$ cat config.mk
export PLATFORM = sky130hd
export DESIGN_NAME = colmix_1942
export DESIGN_NICKNAME = d
export VERILOG_FILES = /design/src/rtl/colmix_1942.sv
export SDC_FILE = /design/constraint.sdc
export NUM_CORES = 2
export LEC_CHECK = 0
export ABC_CLOCK_PERIOD_IN_PS = 5500
export CAP_MARGIN = 20
export CORE_UTILIZATION = 60
export DETAILED_ROUTE_END_ITERATION = 8
export HOLD_SLACK_MARGIN = 0.15
export PLACE_DENSITY = 0.73
export SYNTH_ARGS = -nofsm -noshare
export SYNTH_HDL_FRONTEND = slang
export SYNTH_SLANG_ARGS = --single-unit
$ cat constraint.sdc
create_clock -name clk -period 5.5 [get_ports clk]
set_clock_uncertainty 0.15 [all_clocks]
set_input_delay 0.825 -clock clk [delete_from_list [all_inputs] [get_ports clk]]
set_output_delay 0.825 -clock clk [all_outputs]
set_load 0.05 [all_outputs]
$ cat src/rtl/colmix_1942.sv
// Final colour mixer: fixed-priority layer select, three writable palette PROMs
// and a 3-tick pixel pipeline that keeps blanking aligned with colour.
module colmix_1942 #(
  parameter int VULGUS = 0
) (
  input  logic       clk,
  input  logic       rst_n,
  input  logic       cen6,
  input  logic       preLHBL,
  input  logic       preLVBL,
  input  logic [3:0] char_pxl,
  input  logic [5:0] scr_pxl,
  input  logic [3:0] obj_pxl,
  input  logic [7:0] prog_addr,
  input  logic [3:0] prom_din,
  input  logic       prom_e8_we,
  input  logic       prom_e9_we,
  input  logic       prom_e10_we,
  input  logic [3:0] gfx_en,
  output logic       LHBL,
  output logic       LVBL,
  output logic [3:0] red,
  output logic [3:0] green,
  output logic [3:0] blue
);

  localparam logic [1:0] CHAR_PFX = (VULGUS != 0) ? 2'b11 : 2'b10;
  localparam logic [1:0] OBJ_PFX  = (VULGUS != 0) ? 2'b10 : 2'b01;

  logic [3:0] r_pal_r [0:255];
  logic [3:0] r_pal_g [0:255];
  logic [3:0] r_pal_b [0:255];

  logic       w_char_on;
  logic       w_obj_on;
  logic [5:0] w_scr_code;
  logic [7:0] w_addr;
  logic       w_unused_en;

  logic [7:0] r_addr_p0;
  logic       r_hb_p0, r_hb_p1, r_hb_p2;
  logic       r_vb_p0, r_vb_p1, r_vb_p2;
  logic [3:0] r_red_p1, r_green_p1, r_blue_p1;
  logic [3:0] r_red_p2, r_green_p2, r_blue_p2;

  assign w_unused_en = gfx_en[3];
  assign w_char_on   = gfx_en[0] && (char_pxl != 4'hF);
  assign w_obj_on    = gfx_en[2] && (obj_pxl != 4'hF);
  // A disabled scroll layer still wins when nothing is above it, showing entry 0.
  assign w_scr_code  = gfx_en[1] ? scr_pxl : 6'h00;

  always_comb begin
    w_addr = {2'b00, w_scr_code};
    if (w_char_on) begin
      w_addr = {CHAR_PFX, 2'b00, char_pxl};
    end else if (w_obj_on) begin
      w_addr = {OBJ_PFX, 2'b00, obj_pxl};
    end
  end

  // Palette writes are independent of cen6; reads see pre-write data.
  always_ff @(posedge clk) begin
    if (prom_e8_we)  r_pal_r[prog_addr] <= prom_din;
    if (prom_e9_we)  r_pal_g[prog_addr] <= prom_din;
    if (prom_e10_we) r_pal_b[prog_addr] <= prom_din;
  end

  always_ff @(posedge clk or negedge rst_n) begin
    if (!rst_n) begin
      r_addr_p0  <= 8'h00;
      r_hb_p0    <= 1'b0;
      r_hb_p1    <= 1'b0;
      r_hb_p2    <= 1'b0;
      r_vb_p0    <= 1'b0;
      r_vb_p1    <= 1'b0;
      r_vb_p2    <= 1'b0;
      r_red_p1   <= 4'h0;
      r_green_p1 <= 4'h0;
      r_blue_p1  <= 4'h0;
      r_red_p2   <= 4'h0;
      r_green_p2 <= 4'h0;
      r_blue_p2  <= 4'h0;
    end else if (cen6) begin
      // stage 1: palette address and blanking capture
      r_addr_p0 <= w_addr;
      r_hb_p0   <= preLHBL;
      r_vb_p0   <= preLVBL;
      // stage 2: palette read
      r_red_p1   <= r_pal_r[r_addr_p0];
      r_green_p1 <= r_pal_g[r_addr_p0];
      r_blue_p1  <= r_pal_b[r_addr_p0];
      r_hb_p1    <= r_hb_p0;
      r_vb_p1    <= r_vb_p0;
      // stage 3: output register, blanked with the blank that emerges alongside it
      r_hb_p2 <= r_hb_p1;
      r_vb_p2 <= r_vb_p1;
      if (!r_hb_p1 || !r_vb_p1) begin
        r_red_p2   <= 4'h0;
        r_green_p2 <= 4'h0;
        r_blue_p2  <= 4'h0;
      end else begin
        r_red_p2   <= r_red_p1;
        r_green_p2 <= r_green_p1;
        r_blue_p2  <= r_blue_p1;
      end
    end
  end

  assign LHBL  = r_hb_p2;
  assign LVBL  = r_vb_p2;
  assign red   = r_red_p2;
  assign green = r_green_p2;
  assign blue  = r_blue_p2;

endmodule

# Word-level counts from Yosys, hierarchy flattened
# Memory sizes are Yosys's and may differ from the RTL's. A register that Yosys moved wholly into a read port is not among the register bits.
# Index checks and enable logic that the tools add are counted.
# word_totals
regBits,26
ramBits,3072
latch_bits,0
mem_bits_ro,0
input_bits,38
out_inout_bits,14
word_cells,35
mem_count,3
# mem_list
memory,words,word_bits,read_ports,rd_clocked_by_memory_dff,wr,line_no,text
r_pal_b,256,4,1,1,1,32,logic [3:0] r_pal_b [0:255];
r_pal_g,256,4,1,1,1,31,logic [3:0] r_pal_g [0:255];
r_pal_r,256,4,1,1,1,30,logic [3:0] r_pal_r [0:255];
# op_classes
mul,0
addsub,0
shift,0
n_div,0
reduce_logical,8
n_lt_le_gt_ge,0
mux,12
bitwise_logic,0
eq_ne,2
# op_table
cell,count
$mux W4,3
$mux W8,1
$ne A4 B4 Y1 const B,2
$mux W7,1
$mux W1,6
$mux W6,1
$logic_not A1 Y1,5
$logic_and A1 B1 Y1,2
$logic_or A1 B1 Y1,1

# Logic depth before layout (Yosys ltp)
# logic_depth
word_depth,4
depth_mapped,12
ltp_nobuf,7

# Worst setup path before layout
# Ideal clock, no wire load.
# synth_path
kind,reg2reg
from,register r_addr_p0[0]
to,register r_blue_p1[1] (read register of r_pal_b)
period_less_slack_ns,2.516
path_slack_ns,2.984
setup_ns,0.140
path_stages_with_launch,13
t_required_ns,5.210
arrival_time_ns,2.226
cell_sequence,dfrtp_1 > buf_6 > buf_12 > buf_12 > buf_6 > buf_6 > buf_6 > mux2i_1 > o22ai_1 > a2111oi_0 > nor3_1 > o2111ai_1 > o221ai_1
# synth_lines
element,line_no,text
start: declaration,40,logic [7:0] r_addr_p0;
start signal: assignment,85,r_addr_p0 <= w_addr;
end: declaration,43,"logic [3:0] r_red_p1, r_green_p1, r_blue_p1;"

==> results by group <==
Run status
  • Status: finished clean

Min path
  • Min-delay src: prom_din[2]
  • Hold depth: 1
  • Worst Hold Path EP: r_pal_r[228][2]
  • Hold Crit Class: primary input to register

Synth
  • Post-Syn Area per Cell: 18.7 sq um
  • Synthesized cell area: 123,000 sq um
  • Most common cell in the synthesized netlist: edfxtp_1
  • Yosys reg bits: 3,110
  • Syn nets: 6,655
  • Commonest cells post-synth: edfxtp_1 (3,072), nor2_1 (819), mux2i_1 (562)
  • Top_reg_cell synth: edfxtp_1
  • Top-area cell type share of the netlist area: 0.747
  • Top cells by area, synth: edfxtp_1 (75%), mux4_2 (8.8%), mux2i_1 (4.6%)
  • Seq/Total Area, Yosys: 0.755
  • EDFF count, synth: 3,072
  • Synth warn: 0
  • Gate Count Post-Synth: 6,617
  • Fraction of registers with async set/reset: 0.0122
  • Cell taking the most area after synthesis: edfxtp_1
  • Synth unique cells: 68

Floorplan
  • Die Y: 456 um
  • Starting Density: 0.603
  • Placeable Area: 205,000 sq um
  • Cell row count: 166
  • Io pins: 52
  • Die area: 208,000 sq um
  • Die width: 456 um

CTS
  • Sink Count: 3,110
  • Htree depth: 5
  • Clock Tree Root: clkbuf_16
  • CTS Buffer Depth: 4
  • TritonCTS Buffers: 319
  • CTS tree: yes
  • Clk_lat worst skew: 950 ps
  • # Post-CTS Setup Buffers: 0
  • Worst-path clk slew: 60 ps
  • Post-CTS sizing: 0

Routing
  • Routed WL: 307,000 um
  • Vias: 65,400
  • Drc violations: 0
  • Via/cell ratio: 6.75
  • Drt pass-1 iters: 6
  • Initial DRC count: 8,834
  • Number of nets with antenna violations after routing: 0
  • Drt wl/cell: 31.7 um

STA
  • Final setup TNS: 0 ps
  • Period utilization: 0.826
  • Worst setup margin: 955 ps
  • Final Setup Violations: 0
  • Hold Fails Final Rpt: 0
  • Max transition margin: 0.209
  • Final Slew Violations: 0
  • Final min period: 4540 ps
  • FMAX: 220 MHz
  • Slew @ Worst Pin: 1190 ps
  • RSZ-0062 raised after global routing: false

Critical path
  • Critical path type: register to register
  • R2R cell count: 8
  • Critical Path Start: r_addr_p0[0]
  • CP max FO: 28
  • Reg-to-reg setup timing slack: 960 ps
  • Arrival @ worst endpoint: 5170 ps
  • Crit path required time: 6120 ps
  • Setup crit start kind: register
  • Reg2Reg Capture Point: r_red_p1[1]
  • Crit Reg-Reg Startpoint: r_addr_p0[0]
  • Crit path capture type: register

Global routing
  • Total grt overflow: 0
  • Vias in the first global route: 65,600
  • Gr usage total: 0.297
  • Largest net degree at the start of global routing: 191
  • First-pass GRT wire length: 447,000 um
  • Initial antenna violation count: 14

Layout
  • Nets: 6,792
  • Final Util: 0.668
  • Layout cells sized above 1: 0.171
  • Fillers: 12,800
  • Synthesis-to-finish area growth: 10.7%

Placed design
  • GP Congestion: 0.852
  • Number of buffers added on ports: 50
  • Pre-CTS WS: 1170 ps
  • HPWL after DPL: 187,000 um

Power and ir drop
  • Static Leakage: 0.0437 uW
  • Pwr dens: 375 nW/um^2
  • Peak VDD IR: 0.389 mV

Flow run
  • Max-cap check violation count: 0
stage by stage:
step           instances  power (uW)  hold slack [ps]  instance area [sq um]
6_report            9684       51200              261                 137000
5_1_grt             9675       52500              287                 137000
4_1_cts             9671       51400              262                 137000
3_5_place_dp        9117       30800              333                 127000
3_3_place_gp        9116       30800              331                 127000
2_1_floorplan       6617       29400              308                 123000
per-layer routing:
metal | vias up | GRT usage | wire length [um]
li1 | 27000 | - | -
met1 | 33700 | 0.417 | 117000
met2 | 3961 | 0.459 | 145000
met3 | 642 | 0.0606 | 31500
met4 | 4 | 0.126 | 13600
met5 | - | 0 | 27
how the worst max path moves through the flow:
stage | to | cells past startpoint
6_report | r_red_p1[1] | 8
5_1_grt | r_red_p1[1] | 8
4_1_cts | r_red_p1[1] | 8
3_5_place_dp | r_red_p1[3] | 7
3_3_place_gp | r_red_p1[3] | 7
2_1_floorplan | r_blue_p1[1] | 12
cell usage in the layout (no fill, tap or decap), types with 11 or more instances in the layout:
| master | n |
|---|---|
| dfrtp_1 | 33 |
| buf_12 | 38 |
| a221oi_1 | 40 |
| clkbuf_1 | 77 |
| inv_1 | 11 |
| bufinv_16 | 28 |
| mux4_2 | 480 |
| buf_4 | 184 |
| edfxtp_1 | 3072 |
| nand2_1 | 262 |
| nor4_1 | 16 |
| o21ai_0 | 62 |
| nand2_2 | 16 |
| clkdlybuf4s50_1 | 45 |
| a22o_1 | 19 |
| clkbuf_16 | 326 |
| nand3_1 | 16 |
| mux2_2 | 16 |
| a211oi_1 | 41 |
| nor3_1 | 37 |
| nor2_1 | 815 |
| mux2i_1 | 562 |
| o22ai_1 | 189 |
| a21oi_1 | 124 |
| clkinv_2 | 38 |
| a2111oi_0 | 69 |
| o221ai_1 | 100 |
| mux4_1 | 21 |
| nor2b_1 | 13 |
| clkinv_1 | 64 |
area by class of cell:
type	count	area, sq um	share of cell area
Sequential cell	3110	93200	0.682
Multi-Input combinational cell	3034	27300	0.200
Clock buffer	411	8560	0.0626
Tap cell	2688	3360	0.0246
Timing Repair Buffer	275	2700	0.0198
Clock inverter	142	1380	0.0101
Inverter	14	62.6	0.000458
Antenna cell	10	25.0	0.000183
state kept, by name (all words and copies together), names as in the netlist, 4 cells and up:
signal / flops
r_pal_b: 1024
r_pal_g: 1024
r_pal_r: 1024
r_addr_p0: 8
blue: 4
green: 4
r_blue_p1: 4
r_green_p1: 4
r_red_p1: 4
red: 4
critical path, cell delays in order (launching register included):
cell and delay (ps):
dfrtp_4 900, buf_12 320, buf_4 500, mux2i_1 280
o22ai_1 130, a2111oi_0 990, nor3_1 280, o2111ai_2 610
o221ai_2 180
where the power goes:
part / internal [uW] / total (uW) / leakage [uW] / switching [uW]
registers: 26100 / 26300 / 0.0281 / 171
clock network: 12200 / 20900 / 0.00484 / 8640
logic: 1520 / 4060 / 0.0108 / 2540
what timing repair did:
item	CTS	global route
endpoints found under the setup margin	0	0
endpoints found under the hold margin	38	0
hold buffers	1	0
cell families (layout without fill, tap and decap cells):
logic type             after synthesis  in the layout  share of synthesized area
AO/OA/AOI/OAI                      716            716                     0.0412
buffers and inverters              473            842                     0.0248
flip-flops                        3110           3110                      0.755
multiplexers                      1079           1079                      0.139
other                                0             10                          0
AND/OR/NAND/NOR                   1239           1239                     0.0401
Power figures use the tool's default switching activity.
